===== config.mk =====
export PLATFORM = sky130hd
export DESIGN_NAME = scan_chain_ctrl
export DESIGN_NICKNAME = d
export VERILOG_FILES = /design/src/rtl/scan_chain_ctrl_pkg.sv /design/src/rtl/scan_shreg.sv /design/src/rtl/scan_chain_ctrl.sv
export SDC_FILE = /design/constraint.sdc
export NUM_CORES = 1
export LEC_CHECK = 0
export ABC_AREA = 1
export CELL_PAD_IN_SITES_DETAIL_PLACEMENT = 1
export CELL_PAD_IN_SITES_GLOBAL_PLACEMENT = 2
export CORE_MARGIN = 2
export CORE_UTILIZATION = 39
export CTS_BUF_LIST = sky130_fd_sc_hd__clkbuf_16
export CTS_CLUSTER_SIZE = 14
export DETAILED_ROUTE_END_ITERATION = 12
export DONT_BUFFER_PORTS = 1
export MAX_ROUTING_LAYER = met4
export PLACE_DENSITY_LB_ADDON = 0.1
export SKIP_LAST_GASP = 1
export SYNTH_ARGS = -nofsm -noshare
export SYNTH_HDL_FRONTEND = slang
export SYNTH_SLANG_ARGS = --single-unit

===== constraint.sdc =====
create_clock -name CLK -period 2.5 [get_ports CLK]
set_input_delay 0.5 -clock CLK [delete_from_list [all_inputs] [get_ports CLK]]
set_output_delay 0.5 -clock CLK [all_outputs]
set_load 0.01 [all_outputs]

===== src/rtl/scan_chain_ctrl_pkg.sv =====
// Package for the scan chain controller.
// Holds the controller state encoding, the default value driven on SI while
// unloading, and a helper that sizes the phase bit counter.
package scan_chain_ctrl_pkg;

    typedef enum logic [2:0] {
        IDLE,
        LOAD,
        CAPT,
        UNLOAD,
        DONE
    } scan_state_t;

    localparam logic DefaultFill = 1'b0;

    // Counter width for a chain of len flops; never narrower than one bit.
    function automatic int unsigned cnt_width(input int unsigned len);
        int unsigned w;
        w = $clog2(len);
        return (w < 1) ? 1 : w;
    endfunction

endpackage


===== src/rtl/scan_shreg.sv =====
// Parallel-load shift register used to hold the outgoing pattern and collect
// the unloaded chain state.
// Ports:
//   clk_i       clock
//   rst_i       asynchronous active-high reset
//   load_i      parallel load of load_data_i (has priority over shift)
//   load_data_i parallel load value
//   shift_i     shift right by one, ser_i entering at the MSB
//   ser_i       serial input
//   data_o      current register contents
//   ser_o       serial output (bit 0)
module scan_shreg #(
    parameter int unsigned Width = 16
) (
    input  logic             clk_i,
    input  logic             rst_i,
    input  logic             load_i,
    input  logic [Width-1:0] load_data_i,
    input  logic             shift_i,
    input  logic             ser_i,
    output logic [Width-1:0] data_o,
    output logic             ser_o
);

    logic [Width-1:0] data_q, data_d;

    always_comb begin
        data_d = data_q;
        if (load_i) begin
            data_d = load_data_i;
        end else if (shift_i) begin
            data_d = {ser_i, data_q[Width-1:1]};
        end
    end

    always_ff @(posedge clk_i or posedge rst_i) begin
        if (rst_i) begin
            data_q <= '0;
        end else begin
            data_q <= data_d;
        end
    end

    assign data_o = data_q;
    assign ser_o  = data_q[0];

endmodule


===== src/rtl/scan_chain_ctrl.sv =====
// Scan chain controller: shifts a parallel pattern into a scan chain, optionally
// fires one capture cycle, then shifts the chain state out into unload_data.
// Ports:
//   CLK         clock shared with the chain flops
//   RST         asynchronous active-high reset
//   start       run request, honoured only in IDLE
//   capt        sampled with start; 1 inserts a capture cycle
//   load_data   pattern, bit i ends up in chain position i (0 = tail)
//   SO          chain tail output
//   SE          registered scan enable
//   SI          registered scan input to the chain head
//   busy        high outside IDLE
//   done        one-cycle pulse when unload_data updates
//   unload_data chain state captured by the last run
module scan_chain_ctrl
    import scan_chain_ctrl_pkg::*;
#(
    parameter int unsigned CHAIN_LEN = 16,
    parameter logic        FILL      = DefaultFill
) (
    input  logic                 CLK,
    input  logic                 RST,
    input  logic                 start,
    input  logic                 capt,
    input  logic [CHAIN_LEN-1:0] load_data,
    input  logic                 SO,
    output logic                 SE,
    output logic                 SI,
    output logic                 busy,
    output logic                 done,
    output logic [CHAIN_LEN-1:0] unload_data
);

    localparam int unsigned    CntW   = cnt_width(CHAIN_LEN);
    localparam logic [CntW-1:0] CntMax = CntW'(CHAIN_LEN - 1);

    scan_state_t          state_q, state_d;
    logic [CntW-1:0]      cnt_q, cnt_d;
    logic                 capt_q, capt_d;
    logic                 se_q, se_d;
    logic                 si_q, si_d;
    logic                 done_q, done_d;
    logic [CHAIN_LEN-1:0] unload_q, unload_d;

    logic [CHAIN_LEN-1:0] shreg;
    logic                 sh_load, sh_shift, sh_ser;
    logic                 sh_tail;
    logic                 last_bit;

    assign last_bit = (cnt_q == CntMax);

    scan_shreg #(
        .Width (CHAIN_LEN)
    ) u_shreg (
        .clk_i       (CLK),
        .rst_i       (RST),
        .load_i      (sh_load),
        .load_data_i (load_data),
        .shift_i     (sh_shift),
        .ser_i       (sh_ser),
        .data_o      (shreg),
        .ser_o       (sh_tail)
    );

    // SE/SI are registered, so each is computed for the state being entered:
    // the chain samples them on the edge that ends that state's cycle.
    always_comb begin
        state_d  = state_q;
        cnt_d    = cnt_q;
        capt_d   = capt_q;
        se_d     = 1'b0;
        si_d     = FILL;
        done_d   = 1'b0;
        unload_d = unload_q;
        sh_load  = 1'b0;
        sh_shift = 1'b0;
        sh_ser   = FILL;

        unique case (state_q)
            IDLE: begin
                if (start) begin
                    state_d = LOAD;
                    capt_d  = capt;
                    cnt_d   = '0;
                    sh_load = 1'b1;
                    se_d    = 1'b1;
                    si_d    = load_data[0];
                end
            end
            LOAD: begin
                // Chain tail is discarded while loading.
                sh_shift = 1'b1;
                if (last_bit) begin
                    cnt_d = '0;
                    if (capt_q) begin
                        state_d = CAPT;
                    end else begin
                        state_d = UNLOAD;
                        se_d    = 1'b1;
                    end
                end else begin
                    cnt_d = cnt_q + CntW'(1);
                    se_d  = 1'b1;
                    // Next pattern bit is what sits at bit 0 after this shift.
                    si_d  = shreg[1];
                end
            end
            CAPT: begin
                state_d = UNLOAD;
                cnt_d   = '0;
                se_d    = 1'b1;
            end
            UNLOAD: begin
                sh_shift = 1'b1;
                sh_ser   = SO;
                if (last_bit) begin
                    state_d  = DONE;
                    cnt_d    = '0;
                    done_d   = 1'b1;
                    // Take the final shift result directly so data and done align.
                    unload_d = {SO, shreg[CHAIN_LEN-1:1]};
                end else begin
                    cnt_d = cnt_q + CntW'(1);
                    se_d  = 1'b1;
                end
            end
            DONE: begin
                state_d = IDLE;
                cnt_d   = '0;
            end
            default: begin
                state_d = IDLE;
                cnt_d   = '0;
            end
        endcase
    end

    always_ff @(posedge CLK or posedge RST) begin
        if (RST) begin
            state_q  <= IDLE;
            cnt_q    <= '0;
            capt_q   <= 1'b0;
            se_q     <= 1'b0;
            si_q     <= 1'b0;
            done_q   <= 1'b0;
            unload_q <= '0;
        end else begin
            state_q  <= state_d;
            cnt_q    <= cnt_d;
            capt_q   <= capt_d;
            se_q     <= se_d;
            si_q     <= si_d;
            done_q   <= done_d;
            unload_q <= unload_d;
        end
    end

    assign SE          = se_q;
    assign SI          = si_q;
    assign done        = done_q;
    assign busy        = (state_q != IDLE);
    assign unload_data = unload_q;

    logic unused_tail;
    assign unused_tail = sh_tail;

endmodule


# Word-level counts from Yosys, hierarchy flattened
# Cells that the tools add are included.
# op_classes
n_eq_ne	7
muxes	23
reduce_logical	7
addsub	1
# op_table
operator	n
16-bit two-way mux	2
1-bit two-way mux	12
3-bit case mux with 4 select lines	1
3-bit two-way mux	3
4-bit two-way mux	2
4-bit case mux with 2 select lines	1
3-bit by 2-bit == test with 1-bit output (second input constant)	2
2-bit != test (second input constant)	3
4-bit by 1-bit adder with 4-bit output (second input constant)	1
4-bit == test (second input constant)	1
1-bit case mux with 4 select lines	1
2-bit AND reduction	2
3-bit by 1-bit == test with 1-bit output (second input constant)	1
3-bit logical NOT	1
3-bit AND reduction	1
3-bit nonzero test	1
1-bit case mux with 2 select lines	1
2-bit nonzero test	1
2-bit OR reduction	1
# word_totals
out_inout_bits	20
word_cells	46
regBits	43

# Longest topological paths before layout
# Gate-level depths: netlist (run 1).
# logic_depth
word_depth	5
depth_mapped	8
depth_no_buf	7

# Cells and area by module
# A second synthesis (run 1) with hierarchy kept.
# unflattened
cells_unflattened	222
hier_area_um2	1955.6
# modules_own_cells
module	cells_per_inst	n_inst	area_each_um2
scan_chain_ctrl	132	1	1182.4
scan_shreg	90	1	773.2

# Worst setup path after synthesis (run 1)
# No wires, ideal clock.
# synth_path
kind	register to register
from	register cnt_q[0]
to	register unload_q[1] (netlist: unload_data[1])
path_slack_ns	1.216
required_time_ns	2.384
n_path_buf	1
t_arrival_ns	1.168
path_stages_with_launch	9
path_cell_list	dfrtp_1 > ha_1 > nand3_2 > inv_2 > nand2_4 > inv_4 > buf_6 > nand2_1 > nand2_1
# synth_between
elab_chain_cells	2
# synth_rtl
item	line	rtl
from (decl)	scan_chain_ctrl.sv:38	logic [CntW-1:0] cnt_q, cnt_d;
from (signal assigned)	scan_chain_ctrl.sv:149	cnt_q <= cnt_d;
4-bit == test	scan_chain_ctrl.sv:50	assign last_bit = (cnt_q == CntMax);
2-bit AND reduction (no line)	-	
to (signal assigned)	scan_chain_ctrl.sv:154	unload_q <= unload_d;
to (decl)	scan_chain_ctrl.sv:43	logic [CHAIN_LEN-1:0] unload_q, unload_d;
# Every way passes these cells.
# A chain may end at the register's enable or synchronous reset.

# Worst setup path in the final report (run 1)
# layout_path
from	register state_q[2]
to	output port busy
# layout_between
elab_chain_cells	1
# layout_rtl
item	line	rtl
from (decl)	scan_chain_ctrl.sv:37	scan_state_t state_q, state_d;
from (signal assigned)	scan_chain_ctrl.sv:148	state_q <= state_d;
3-bit nonzero test	scan_chain_ctrl.sv:161	assign busy = (state_q != IDLE);
to (decl)	scan_chain_ctrl.sv:29	output logic busy,
# Every way passes these cells.

==> results of run 1 <==
flip-flops by register name, indices dropped and copies added, names as in the netlist:
register,count
u_shreg.data_o,15
done,1
state_q,3
cnt_q,4
SI,1
capt_q,1
SE,1
unload_data,16
area by class of cell:
type | count | area share
Clock buffer | 5 | 0.0605
Clock inverter | 3 | 0.0193
Inverter | 12 | 0.0242
Multi-Input combinational cell | 150 | 0.352
Sequential cell | 42 | 0.508
Tap cell | 54 | 0.0326
Timing Repair Buffer | 1 | 0.00363
per-layer routing:
metal  up-vias  share of wire  GRT usage
li1        681              -          -
met1       678           0.44      0.219
met5         -              0          -
met2        36           0.51      0.306
met3         4          0.049     0.0549
met4         0         0.0048     0.0364
through the flow:
stage                     instances  power, mW  setup slack, ns   util
after floorplan                 210       1.80             1.03      -
after global placement          259       1.97             1.05  0.406
after detailed placement        259       2.01             1.00  0.406
after CTS                       267       2.74            0.867  0.441
after global routing            267       2.91            0.816  0.441
final                           267       2.70            0.890  0.441
layout by cell type (no fill, tap or decap):
| cell | count |
|---|---|
| a21oi_1 | 2 |
| buf_4 | 1 |
| bufinv_16 | 1 |
| clkbuf_16 | 5 |
| clkinv_2 | 2 |
| dfrtp_1 | 42 |
| ha_1 | 1 |
| inv_1 | 7 |
| inv_2 | 3 |
| inv_4 | 2 |
| nand2_1 | 94 |
| nand2_2 | 1 |
| nand2_4 | 2 |
| nand3_1 | 29 |
| nand3_2 | 9 |
| nand3_4 | 1 |
| nand4_1 | 2 |
| nor2_1 | 1 |
| nor2_2 | 1 |
| nor2_4 | 2 |
| o21ai_0 | 3 |
| o21ai_1 | 1 |
| or2_2 | 1 |
how the worst max path moves through the flow:
stage	endpoint	slack, ns
3_5_place_dp	unload_data[12]$_DFFE_PP0P_	1.00
6_report	busy	0.89
5_1_grt	busy	0.82
3_3_place_gp	SI$_DFF_PP0_	1.05
4_1_cts	busy	0.87
2_1_floorplan	SE$_DFF_PP0_	1.03
logic make-up after synthesis:
| group | count (synthesis) | synth area share |
|---|---|---|
| AND/OR/NAND/NOR | 143 | 0.366 |
| flip-flops | 42 | 0.560 |
| buffers and inverters | 18 | 0.0514 |
| AO/OA/AOI/OAI | 6 | 0.0160 |
| adder cells (fa/ha/maj) | 1 | 0.00667 |
synth_stat cells:
| cell | number | area share |
|---|---|---|
| inv_4 | 2 | 0.0067 |
| inv_2 | 3 | 0.0060 |
| nor2_2 | 1 | 0.0033 |
| ha_1 | 1 | 0.0067 |
| nand2_2 | 1 | 0.0033 |
| nand3_1 | 29 | 0.077 |
| nor2_4 | 2 | 0.012 |
| nand2_4 | 2 | 0.012 |
| or2_2 | 1 | 0.0033 |
| nand4_1 | 2 | 0.0067 |
| nand3_4 | 1 | 0.0093 |
| buf_8 | 1 | 0.0080 |
| nand3_2 | 9 | 0.048 |
| a21oi_1 | 2 | 0.0053 |
| buf_6 | 1 | 0.0060 |
| o21ai_0 | 3 | 0.0080 |
| nor2_1 | 1 | 0.0020 |
| nand2_1 | 94 | 0.19 |
| o21ai_1 | 1 | 0.0027 |
| inv_1 | 7 | 0.014 |
| buf_2 | 4 | 0.011 |
| dfrtp_1 | 42 | 0.56 |
power breakdown:
group | switching (mW) | internal, mW
Combinational | 0.465 | 0.268
Clock | 0.248 | 0.467
Sequential | 0.292 | 0.960
==> results.md, run 1 <==
STA
• 621 MHz — fmax
• 0 — setup violators final
• 0.461 ns — worst-margin pin slew
• 0 ns — Final TNS setup
• 0 — final count of pins violating max slew
• false — setup repair after global routing missed its margin
• 0.644 — ratio of final minimum period to clock period
• 0 — Final Hold Viols
• 0.0981 ns — tightest hold margin
• 1.61 ns — shortest clock period the worst path allows after layout
• 0.00356 ns — skew final
• 0.692 — max_slew headroom

Critical path
• output port — critical path capture point type
• flip-flops — Largest delay share family, worst path
• cnt_q[0]$_DFFE_PP0P_ — start of the worst register-to-register path
• dfrtp_1 — slowest cell on the critical path
• 2.00 ns — required time at the worst-slack endpoint
• 0.43 ns — largest stage delay on the critical path
• state_q[2]$_DFFE_PP0P_ — Critical Path Source
• 5 — Max Fanout on Critical Path
• 7 — number of cells on the worst reg-to-reg path
• nor2_2, nand2_1 — Critical Path, Cell by Cell
• unload_data[12]$_DFFE_PP0P_ — reg2reg end
• reg2out — category of the most critical setup path
• 1.11 ns — signal arrival time at the worst endpoint
• flip-flop — kind of start point of the critical path
• 2 — cell depth of the worst setup path
• 1.02 ns — R2R setup slack
• 0 — total buffers and inverters traversed by the critical path

GRT
• 1507 — via count of the first global-routing pass
• 0.183 — total routing resource utilization after global routing
• 0 — total grt overflow
• 7230 um — wire length of the first global-routing pass
• 0 — number of antenna violations at the first check in global routing
• 32 — maximum number of pins on one net before global-route repair

Detailed routing
• 5.24 — Vias/cell
• 0 — remaining antenna violation count after routing
• 4 — number of optimization iterations in the first detailed-route pass
• 1399 — total vias in the final route
• 16.4 um — routed length per placed instance
• 0 — DR DRC count
• 4370 um — DRT Wirelength
• 67 — count of routing violations after the opening detailed-route iteration

Layout
• 728 sq um — combined area of the multi-input logic cells
• 0 — number of antenna diodes
• 0.146 — fraction of layout instances using a drive strength above 1
• 1050 sq um — area taken by flip-flops and latches
• 10.3% — Syn-to-layout area delta
• 2070 sq um — final std cell area, no fill
• 559 — fillcell total
• 234 — Final Net Count

Clock network
• 2 — buffers from clock root to sink, at most
• 0 — Post-CTS Resized
• 42 — total clock sinks
• 2 — Max H-tree Level
• done — clock tree from TritonCTS
• 5 — CTS Buf Count
• clkbuf_16 — buffer cell driving the clock tree root
• 0.28 ns — clock latency on the worst-skew pair
• 0 — CTS hold repair buffers
• 0 — Post-CTS Setup Inserts
• 0.06 ns — clock transition at the registers of the reported paths

Synthesis
• 8.93 sq um — post-synthesis area per instance
• 0 — yosys warns
• 210 — synthesized instance count
• 0.560 — share of synthesized area occupied by flip-flops and latches
• 1880 sq um — Post-Syn Area
• 22 — library cells used by synthesis
• 42 — number of synthesized register bits
• 232 — Net Count, Synth

Placement
• 1900 sq um — instance area after placement
• 0.766 — gp weighted congestion
• 0 — Port-buffer cells
• 3130 um — Detailed Place HPWL

Worst hold path
• in2async — hold crit path type

Run
• 0 — maximum capacitance violations

Power
• 1.05 nW — LEAKAGE
• 1310 nW/um^2 — PwrDens
• 0.517 mV — Worst VDD drop

Floorplanning
• 4690 sq um — placeable core area
• 41 — I/O pins
• 5380 sq um — Die Outline Area
• 73.3 um — horizontal die dimension
• 73.3 um — overall die height
• 0.400 — initial standard-cell utilization of the core
• 25 — Cell Rows

Status
• complete, no violations — outcome

(Power assumes the default switching activity.)
==> inputs of run 2 (changes only) <==
CORE_UTILIZATION = 37   (was 39)
clock period = 1.6 ns   (was 2.5 ns; I/O delays follow)
==> run 2 against run 1 <==
Clock-buffer cell count is the same. Die area grew 5.1%. Sequential power grew 56%. Utilization shrank 0.34 points. Critical path type unchanged.
==> results.md, run 2 (same netlist as run 1, synthesis figures left out) <==
Status
• complete, no violations — outcome

Clock network
• 5 — CTS Buf Count
• 2 — Max H-tree Level
• clkbuf_16 — buffer cell driving the clock tree root
• done — clock tree from TritonCTS
• 2 — buffers from clock root to sink, at most
• 0.28 ns — clock latency on the worst-skew pair
• 42 — total clock sinks
• 0.06 ns — clock transition at the registers of the reported paths

STA
• false — setup repair after global routing missed its margin
• 696 MHz — fmax
• 0.00270 ns — skew final
• 0.461 ns — worst-margin pin slew
• 0.692 — max_slew headroom
• 0.897 — ratio of final minimum period to clock period
• 0 — Final Hold Viols
• 1.44 ns — shortest clock period the worst path allows after layout
• 0 — setup violators final
• 0 — final count of pins violating max slew
• 0 ns — Final TNS setup

Power
• 0.480 — fraction of power consumed by sequential logic
• 0.290 — share of total power in combinational logic
• 1.06 nW — LEAKAGE
• 0.908 mV — Worst VDD drop
• 0.230 — clock group share of total power
• 0.377 — switching share of power
• 1.53 mW — total net switching power
• 1920 nW/um^2 — PwrDens
• 2.53 mW — Internal Power

Detailed routing
• 4270 um — DRT Wirelength
• 0 — remaining antenna violation count after routing
• 84 — count of routing violations after the opening detailed-route iteration
• 15.0 um — routed length per placed instance
• 0 — DR DRC count
• 1383 — total vias in the final route
• 4.87 — Vias/cell
• 4 — number of optimization iterations in the first detailed-route pass

Layout
• 238 — Final Net Count
• 284 — filler-free cell count of the finished design
• nand2_1 (94), dfrtp_1 (42), nand3_1 (29), nand3_2 (9), inv_1 (8) — commonest cells after routing, fill and taps aside
• 595 — fillcell total
• nand2_1 — most common cell after layout, fill and taps aside
• 16 — flip-flop count of the largest register, all copies and words added
• 0.147 — fraction of layout instances using a drive strength above 1
• 0 — number of antenna diodes
• 2110 sq um — final std cell area, no fill
• 12.4% — Syn-to-layout area delta
• 728 sq um — combined area of the multi-input logic cells
• 1050 sq um — area taken by flip-flops and latches

Critical path
• 1.12 ns — signal arrival time at the worst endpoint
• 5 — Max Fanout on Critical Path
• 1.28 ns — required time at the worst-slack endpoint
• reg2out — category of the most critical setup path
• output port — critical path capture point type
• flip-flop — kind of start point of the critical path

Floorplanning
• 4820 sq um — placeable core area
• 0.389 — initial standard-cell utilization of the core
• 5650 sq um — Die Outline Area
• 75.2 um — overall die height
• 25 — Cell Rows
• 75.2 um — horizontal die dimension
• 41 — I/O pins

Run
• 0 — maximum capacitance violations

Placement
• 0 — Port-buffer cells
• 275 — Post-Place Cells
• 0.796 — gp weighted congestion
• 1960 sq um — instance area after placement
• 3050 um — Detailed Place HPWL

GRT
• 0 — number of antenna violations at the first check in global routing
• 7150 um — wire length of the first global-routing pass
• 32 — maximum number of pins on one net before global-route repair
• 0.177 — total routing resource utilization after global routing
• 1514 — via count of the first global-routing pass
• 0 — total grt overflow

Worst hold path
• in2reg — hold crit path type

run 2: cell types whose count changed in the layout (fill, tap and decap cells not counted), sizes merged:
cell,delta
buf,+3
bufinv,-1
dlygate4sd3,+1
inv,+1
run 2: power groups by stage:
| stage | registers [mW] | clock network [mW] | logic [mW] |
|---|---|---|---|
| after floorplan | 1.85 | 0 | 0.965 |
| after global placement | 1.96 | 0 | 1.16 |
| after detailed placement | 1.97 | 0 | 1.20 |
| after CTS | 1.95 | 0.968 | 1.21 |
| after global routing | 2.01 | 1.02 | 1.38 |
| final | 1.95 | 0.934 | 1.17 |
run 2: metrics by stage:
stage	worst slack [ns]	utilization	total power, mW	hold slack (ns)
final	0.164	0.438	4.05	0.157
after global routing	0.0191	0.438	4.42	0.158
after CTS	0.121	0.437	4.13	0.151
after detailed placement	0.136	0.406	3.17	0.244
after global placement	0.211	0.406	3.12	0.239
after floorplan	0.306	-	2.82	0.430
run 2: repair_timing:
item,in CTS,in global routing
hold endpoints to repair,11,0
setup endpoints to repair,0,9
buffers inserted,0,0
hold buffers,1,0
gates resized for setup,0,2
run 2: worst paths after layout:
path                                                start  slack [ns]  cells after the start                       endpoint
max                                state_q[2]$_DFFE_PP0P_        0.16                      2                           busy
min                                                    SO        0.16                      2    unload_data[15]$_DFFE_PP0P_
max reg2reg                          cnt_q[0]$_DFFE_PP0P_        0.17                      7     unload_data[4]$_DFFE_PP0P_
min reg2reg                u_shreg.data_o[10]$_DFFE_PP0P_        0.51                      2     unload_data[9]$_DFFE_PP0P_
max in group asynchronous                             RST        0.57                      3  u_shreg.data_o[3]$_DFFE_PP0P_
min in group asynchronous                             RST        0.51                      2     unload_data[6]$_DFFE_PP0P_
run 2: layer usage:
metal / track usage / wire, um / vias up
met2: 0.294 / 2120 / 35
met3: 0.0509 / 207 / 5
li1: - / - / 684
met1: 0.205 / 1880 / 659
met4: 0.0585 / 62 / 0
met5: - / 0 / -
run 2: cell type report:
class | instances | area share
multi-input cells | 150 | 0.345
repair buffers | 5 | 0.0249
inverters | 12 | 0.0261
flip-flops and latches | 42 | 0.499
clock inverters | 3 | 0.00593
clock buffers | 5 | 0.0593
well taps | 67 | 0.0398
run 2: critical path, stage by stage (launching register included):
cell     delay [ns]
dfrtp_1        0.43
nor2_2         0.26
nand2_1        0.15
==> inputs of run 3 (changes only) <==
TNS_END_PERCENT = 10   (was not set)
==> results of run 3 <==
The final DEF is identical to that of run 2; final timing and power are the same.
